<file path="src/rtl/logger_pkg.sv">
// Shared debug-log types: FSM states, command priority and the metadata layout used by the read side.
// FULL state exists only when LOGGER_STOP_ON_FULL_EN is defined.
package logger_pkg;

`ifdef LOGGER_STOP_ON_FULL_EN
  typedef enum logic [1:0] {IDLE = 2'd0, LOGGING = 2'd1, FULL = 2'd2} log_state_e;
`else
  typedef enum logic [1:0] {IDLE = 2'd0, LOGGING = 2'd1} log_state_e;
`endif

  localparam int LOG_DATA_W = 64;

  typedef enum logic [1:0] {CMD_NONE, CMD_START, CMD_STOP, CMD_CLEAR} log_cmd_e;

  // Coincident pulses resolve as clear > stop > start.
  function automatic log_cmd_e log_cmd_decode(input logic start, input logic stop,
                                              input logic clear);
    log_cmd_e cmd;
    cmd = CMD_NONE;
    if (clear)      cmd = CMD_CLEAR;
    else if (stop)  cmd = CMD_STOP;
    else if (start) cmd = CMD_START;
    return cmd;
  endfunction

  // Read-side metadata word: has_wrapped at bit addr_w, write pointer in bits addr_w-1:0.
  function automatic logic [31:0] log_meta_pack(input logic wrapped, input logic [30:0] addr,
                                                input int unsigned addr_w);
    logic [31:0] meta;
    meta = {1'b0, addr} & ((32'd1 << addr_w) - 32'd1);
    meta[addr_w] = wrapped;
    return meta;
  endfunction

endpackage

</file>
<file path="src/rtl/logger_sample_timer.sv">
// Sample-interval counter: sample_tick is combinational, high when the count equals sample_interval.
// Count is cleared whenever en is low; no backpressure.
module logger_sample_timer
  import logger_pkg::*;
#(
  parameter int INTERVAL_W = 16
) (
  input  logic                  clk,
  input  logic                  rst,
  input  logic                  en,
  input  logic [INTERVAL_W-1:0] sample_interval,
  output logic                  sample_tick
);

  logic [INTERVAL_W-1:0] cnt_q, cnt_d;

  always_comb begin
    sample_tick = 1'b0;
    cnt_d       = '0;
    if (en) begin
      if (cnt_q == sample_interval) begin
        sample_tick = 1'b1;
      end else begin
        cnt_d = cnt_q + INTERVAL_W'(1);
      end
    end
  end

  always_ff @(posedge clk or posedge rst) begin
    if (rst) cnt_q <= '0;
    else     cnt_q <= cnt_d;
  end

endmodule

</file>
<file path="src/rtl/logger_log_writer.sv">
// Debug-log write controller: samples entries every sample_interval+1 cycles into a circular RAM, one-cycle write latency, no backpressure.
// Define LOGGER_STOP_ON_FULL_EN for one-shot capture that halts in FULL after writing the last address.
module logger_log_writer
  import logger_pkg::*;
#(
  parameter int LOG_ADDR_W = 13,
  parameter int INTERVAL_W = 16
) (
  input  logic                  clk,
  input  logic                  rst,
  input  logic                  log_start,
  input  logic                  log_stop,
  input  logic                  log_clear,
  input  logic [INTERVAL_W-1:0] sample_interval,
  input  logic                  log_entry_val,
  input  logic [LOG_DATA_W-1:0] log_entry_data,
  output logic                  log_wr_req_val,
  output logic [LOG_ADDR_W-1:0] log_wr_req_addr,
  output logic [LOG_DATA_W-1:0] log_wr_req_data,
  output logic [LOG_ADDR_W-1:0] curr_log_wr_addr,
  output logic                  has_wrapped,
  output logic                  logging_active
);

  log_state_e            state_q, state_d;
  logic [LOG_ADDR_W-1:0] ptr_q, ptr_d;
  logic                  wrapped_q, wrapped_d;
  logic                  wr_val_q, wr_val_d;
  logic [LOG_ADDR_W-1:0] wr_addr_q, wr_addr_d;
  logic [LOG_DATA_W-1:0] wr_data_q, wr_data_d;
  log_cmd_e              cmd;
  logic                  timer_en;
  logic                  sample_tick;

  assign cmd = log_cmd_decode(log_start, log_stop, log_clear);

  // A stop or clear in this cycle suppresses the sample and restarts the count.
  assign timer_en = (state_q == LOGGING) && (cmd != CMD_STOP) && (cmd != CMD_CLEAR);

  logger_sample_timer #(
    .INTERVAL_W(INTERVAL_W)
  ) u_timer (
    .clk            (clk),
    .rst            (rst),
    .en             (timer_en),
    .sample_interval(sample_interval),
    .sample_tick    (sample_tick)
  );

  always_comb begin
    state_d   = state_q;
    ptr_d     = ptr_q;
    wrapped_d = wrapped_q;
    wr_val_d  = 1'b0;
    wr_addr_d = wr_addr_q;
    wr_data_d = wr_data_q;

    if (sample_tick && log_entry_val) begin
      wr_val_d  = 1'b1;
      wr_addr_d = ptr_q;
      wr_data_d = log_entry_data;
      ptr_d     = ptr_q + LOG_ADDR_W'(1);
      if (&ptr_q) begin
        wrapped_d = 1'b1;
`ifdef LOGGER_STOP_ON_FULL_EN
        state_d = FULL;
`endif
      end
    end

    case (cmd)
      CMD_CLEAR: begin
        state_d   = IDLE;
        ptr_d     = '0;
        wrapped_d = 1'b0;
      end
      CMD_STOP: begin
        if (state_q == LOGGING) state_d = IDLE;
      end
      CMD_START: begin
        if (state_q == IDLE) state_d = LOGGING;
      end
      default: ;
    endcase
  end

  always_ff @(posedge clk or posedge rst) begin
    if (rst) begin
      state_q   <= IDLE;
      ptr_q     <= '0;
      wrapped_q <= 1'b0;
      wr_val_q  <= 1'b0;
      wr_addr_q <= '0;
      wr_data_q <= '0;
    end else begin
      state_q   <= state_d;
      ptr_q     <= ptr_d;
      wrapped_q <= wrapped_d;
      wr_val_q  <= wr_val_d;
      wr_addr_q <= wr_addr_d;
      wr_data_q <= wr_data_d;
    end
  end

  assign log_wr_req_val   = wr_val_q;
  assign log_wr_req_addr  = wr_addr_q;
  assign log_wr_req_data  = wr_data_q;
  assign curr_log_wr_addr = ptr_q;
  assign has_wrapped      = wrapped_q;
  assign logging_active   = (state_q == LOGGING);

endmodule

</file>
<file path="config.mk">
export PLATFORM = sky130hd
export DESIGN_NAME = logger_log_writer
export DESIGN_NICKNAME = d
export VERILOG_FILES = /design/src/rtl/logger_pkg.sv /design/src/rtl/logger_sample_timer.sv /design/src/rtl/logger_log_writer.sv
export SDC_FILE = /design/constraint.sdc
export NUM_CORES = 1
export LEC_CHECK = 0
export BUFFER_PORTS_ARGS = -buffer_cell sky130_fd_sc_hd__buf_2
export CORE_ASPECT_RATIO = 0.8
export CORE_MARGIN = 2
export CORE_UTILIZATION = 45
export DETAILED_ROUTE_END_ITERATION = 16
export PLACE_DENSITY = 0.75
export SYNTH_ARGS = -nofsm -noshare
export SYNTH_HDL_FRONTEND = slang
export SYNTH_SLANG_ARGS = --single-unit
</file>
<file path="constraint.sdc">
create_clock -name clk -period 6.5 [get_ports clk]
set_clock_uncertainty 0.05 [all_clocks]
set_input_delay 1.625 -clock clk [delete_from_list [all_inputs] [get_ports clk]]
set_output_delay 1.625 -clock clk [all_outputs]
set_load 0.02 [all_outputs]
</file>
==> results.md <==
- # diodes: 0
- Outcome: completed
- Num CTS Buffers: 9
- Avg WL per Cell: 14.43 um
- Final Critical Period: 4.492 ns
- Worst Path Arrival: 4.66 ns
- Overall power: 1.262 mW
- Met1 wire length: 4.201 mm
- Syn Area/Cell: 13.43 sq um
- Synth warn: 0
- Critical path peak fanout: 66
- Setup Viol. Count Final: 0
- Maximum clock rate: 222.6 MHz
- Full die area: 0.01122 sq mm
- Clock sink total: 109
- WL met2: 4.606 mm
- Critical path, cell by cell: buf_2 > nor3b_1 > nand2_1 > or2_1 > inv_4 > mux2_2
- Gp weighted congestion: 0.7724
- Number of max-cap violations: 0
- Startpoint Class: primary input
- Vias in the first global route: 3335
- Clk slew on worst S/H paths: 0.06 ns
- Pre-antenna DRT Iters: 4
- Number of DRC markers in iteration 0: 179
- Final Slew Violations: 0
- Yosys reg bits: 109
- Std-Cell Rows: 33
- Die height: 95.16 um
- GR Overflow Total: 0
- First-pass GRT wire length: 15.70 mm
- Worst Hold Class: register to register
- Slowest stage delay, CP: 0.67 ns
- Area Growth Syn to Fin: 25.91%
- Top delay family on crit path: simple AND/OR/NAND/NOR gates
- Final wirelength: 9.612 mm
- Initial Utilization: 45.83%
- Synth Cell Area: 0.004674 sq mm
- Fin Setup TNS: 0 ns
- Worst relative slew slack: 45.45%
- Most frequent cell after synthesis: dfrtp_1
- Final hold violations: 0
- Largest net degree at the start of global routing: 67
- Vias per inst: 5.005
- RSZ-0062 raised after global routing: no
- Routed via count: 3333
- Final #Nets: 610
- Post-synth top cells: 109 x dfrtp_1, 40 x mux2_2, 39 x mux2_1
- Slowest CP cell: inv_4
- Layout cell share with drive strength beyond 1: 44.68%
- Top cell type by total area after synthesis: dfrtp_1
- Post-Synthesis Cells: 348
- GRT Total Usage: 17.24%
- DR top layer: met5
- Asr flop ratio synth: 100.0%
- Worst slack at placement: 1.634 ns
- Syn Nets: 436
- Post-DP HPWL: 7.017 mm
- Routed met3 length: 719 um
- CTS root buf: clkbuf_16
- Worst skew pair latency: 0.33 ns
- Core area: 0.01020 sq mm
- VDD IR max: 171.4 uV
- CTS tree: built
- Seq/Total Area, Yosys: 58.35%
- Initial antenna violation count: 1
- Final core occ: 57.71%
- Critical path buffers and inverters: 2
- EDFF count, synth: 0
- CP endpoint kind: register
- Post-CTS Resized: 0
- Top-Level Pins: 179
- Top cells by area, synth: dfrtp_1 58%, mux2_2 9.6%, mux2_1 9.4%
- Clock Tree Buf Depth: 2
- Setup bufs post-CTS: 0
- CTS hold repair buffers: 0
- Die W: 118.0 um
- CP required: 6.67 ns
- Final worst path period share: 69.10%
- Crit path kind: primary input to register
- Synth unique cells: 31
- CTS H-tree depth: 3
- IO Port Bufs: 178
- Antenna-violating nets left: 0
- Post-route setup slack: 2.008 ns
- R2R Setup Slk: 3.17 ns
- Power per cell area: 214.5 mW/mm^2
- Slew @ Worst Pin: 0.8183 ns
- # DRC: 0
- P_leak: 3.267 nW
- Post-synth top flop: dfrtp_1
- Synth top area share: 58.35%
layout make-up:
cell class / count / area [sq um]
fill: 885 / 4313
sequential: 109 / 2728
multi-input combinational: 218 / 1764
timing repair buffer: 180 / 905.9
clock buffer: 12 / 246.5
tap: 140 / 175.2
clock inverter: 3 / 46.29
inverter: 4 / 20.02
through the flow:
step | hold slack (ns) | std cells | cell area (sq um)
floorplan | 0.4229 | 348 | 4674
global placement | 0.4125 | 651 | 5593
detailed placement | 0.4192 | 651 | 5593
CTS | 0.4342 | 666 | 5886
global route | 0.4449 | 666 | 5886
finish | 0.4322 | 666 | 5886
worst paths after layout:
check	startpoint	endpoint	cells past startpoint
worst min-delay path	log_wr_req_data[43]$_DFFE_PP0P_	log_wr_req_data[43]$_DFFE_PP0P_	1
worst max register to register	state_q[0]$_DFFE_PP0P_	log_wr_req_data[10]$_DFFE_PP0P_	5
max in group asynchronous	rst	log_wr_req_data[23]$_DFFE_PP0P_	3
worst min register to register	log_wr_req_data[43]$_DFFE_PP0P_	log_wr_req_data[43]$_DFFE_PP0P_	1
min in group asynchronous	rst	log_wr_req_data[14]$_DFFE_PP0P_	2
worst max-delay path	log_clear	log_wr_req_data[10]$_DFFE_PP0P_	6
routing by layer:
layer / vias to the layer above / track usage [%]
li1: 1576 / -
met1: 1609 / 22.29
met2: 134 / 29.12
met3: 12 / 5.263
met4: 2 / 3.514
met5: - / 0
sequential cells by signal (all words and copies together), names as in the netlist:
register / count
curr_log_wr_addr: 13
u_timer.cnt_q: 16
state_q: 1
has_wrapped: 1
log_wr_req_addr: 13
log_wr_req_val: 1
log_wr_req_data: 64
cell families (layout without fill, tap and decap cells):
logic type	Yosys count	in the layout	share of synthesized area (%)
AO/OA/AOI/OAI	23	23	2.998
XOR/XNOR	30	30	5.621
adder cells (fa/ha/maj)	2	2	0.5352
buffers and inverters	21	199	3.908
flip-flops	109	109	58.35
multiplexers	79	79	19.03
AND/OR/NAND/NOR	84	84	9.556
power breakdown:
group | switching [mW] | leakage, nW | internal (mW)
clock | 0.227 | 0.139 | 0.308
sequential | 0.000390 | 1.52 | 0.678
combinational | 0.0262 | 1.61 | 0.0217
cells in the final DEF, fill, tap and decap left out, types with 4 or more instances in the layout:
| master | count |
|---|---|
| xor2_1 | 22 |
| clkbuf_16 | 9 |
| nor2_1 | 22 |
| or4_1 | 10 |
| nor3_1 | 4 |
| mux2_1 | 39 |
| buf_2 | 178 |
| mux2_2 | 40 |
| nand2_1 | 11 |
| nor2b_1 | 4 |
| nand3_1 | 10 |
| nor4_1 | 4 |
| a21oi_1 | 10 |
| and3_1 | 4 |
| nand4_1 | 6 |
| xnor2_1 | 8 |
| dfrtp_1 | 109 |
| o31ai_1 | 10 |
Note: power is estimated with default switching activity, not from simulation.
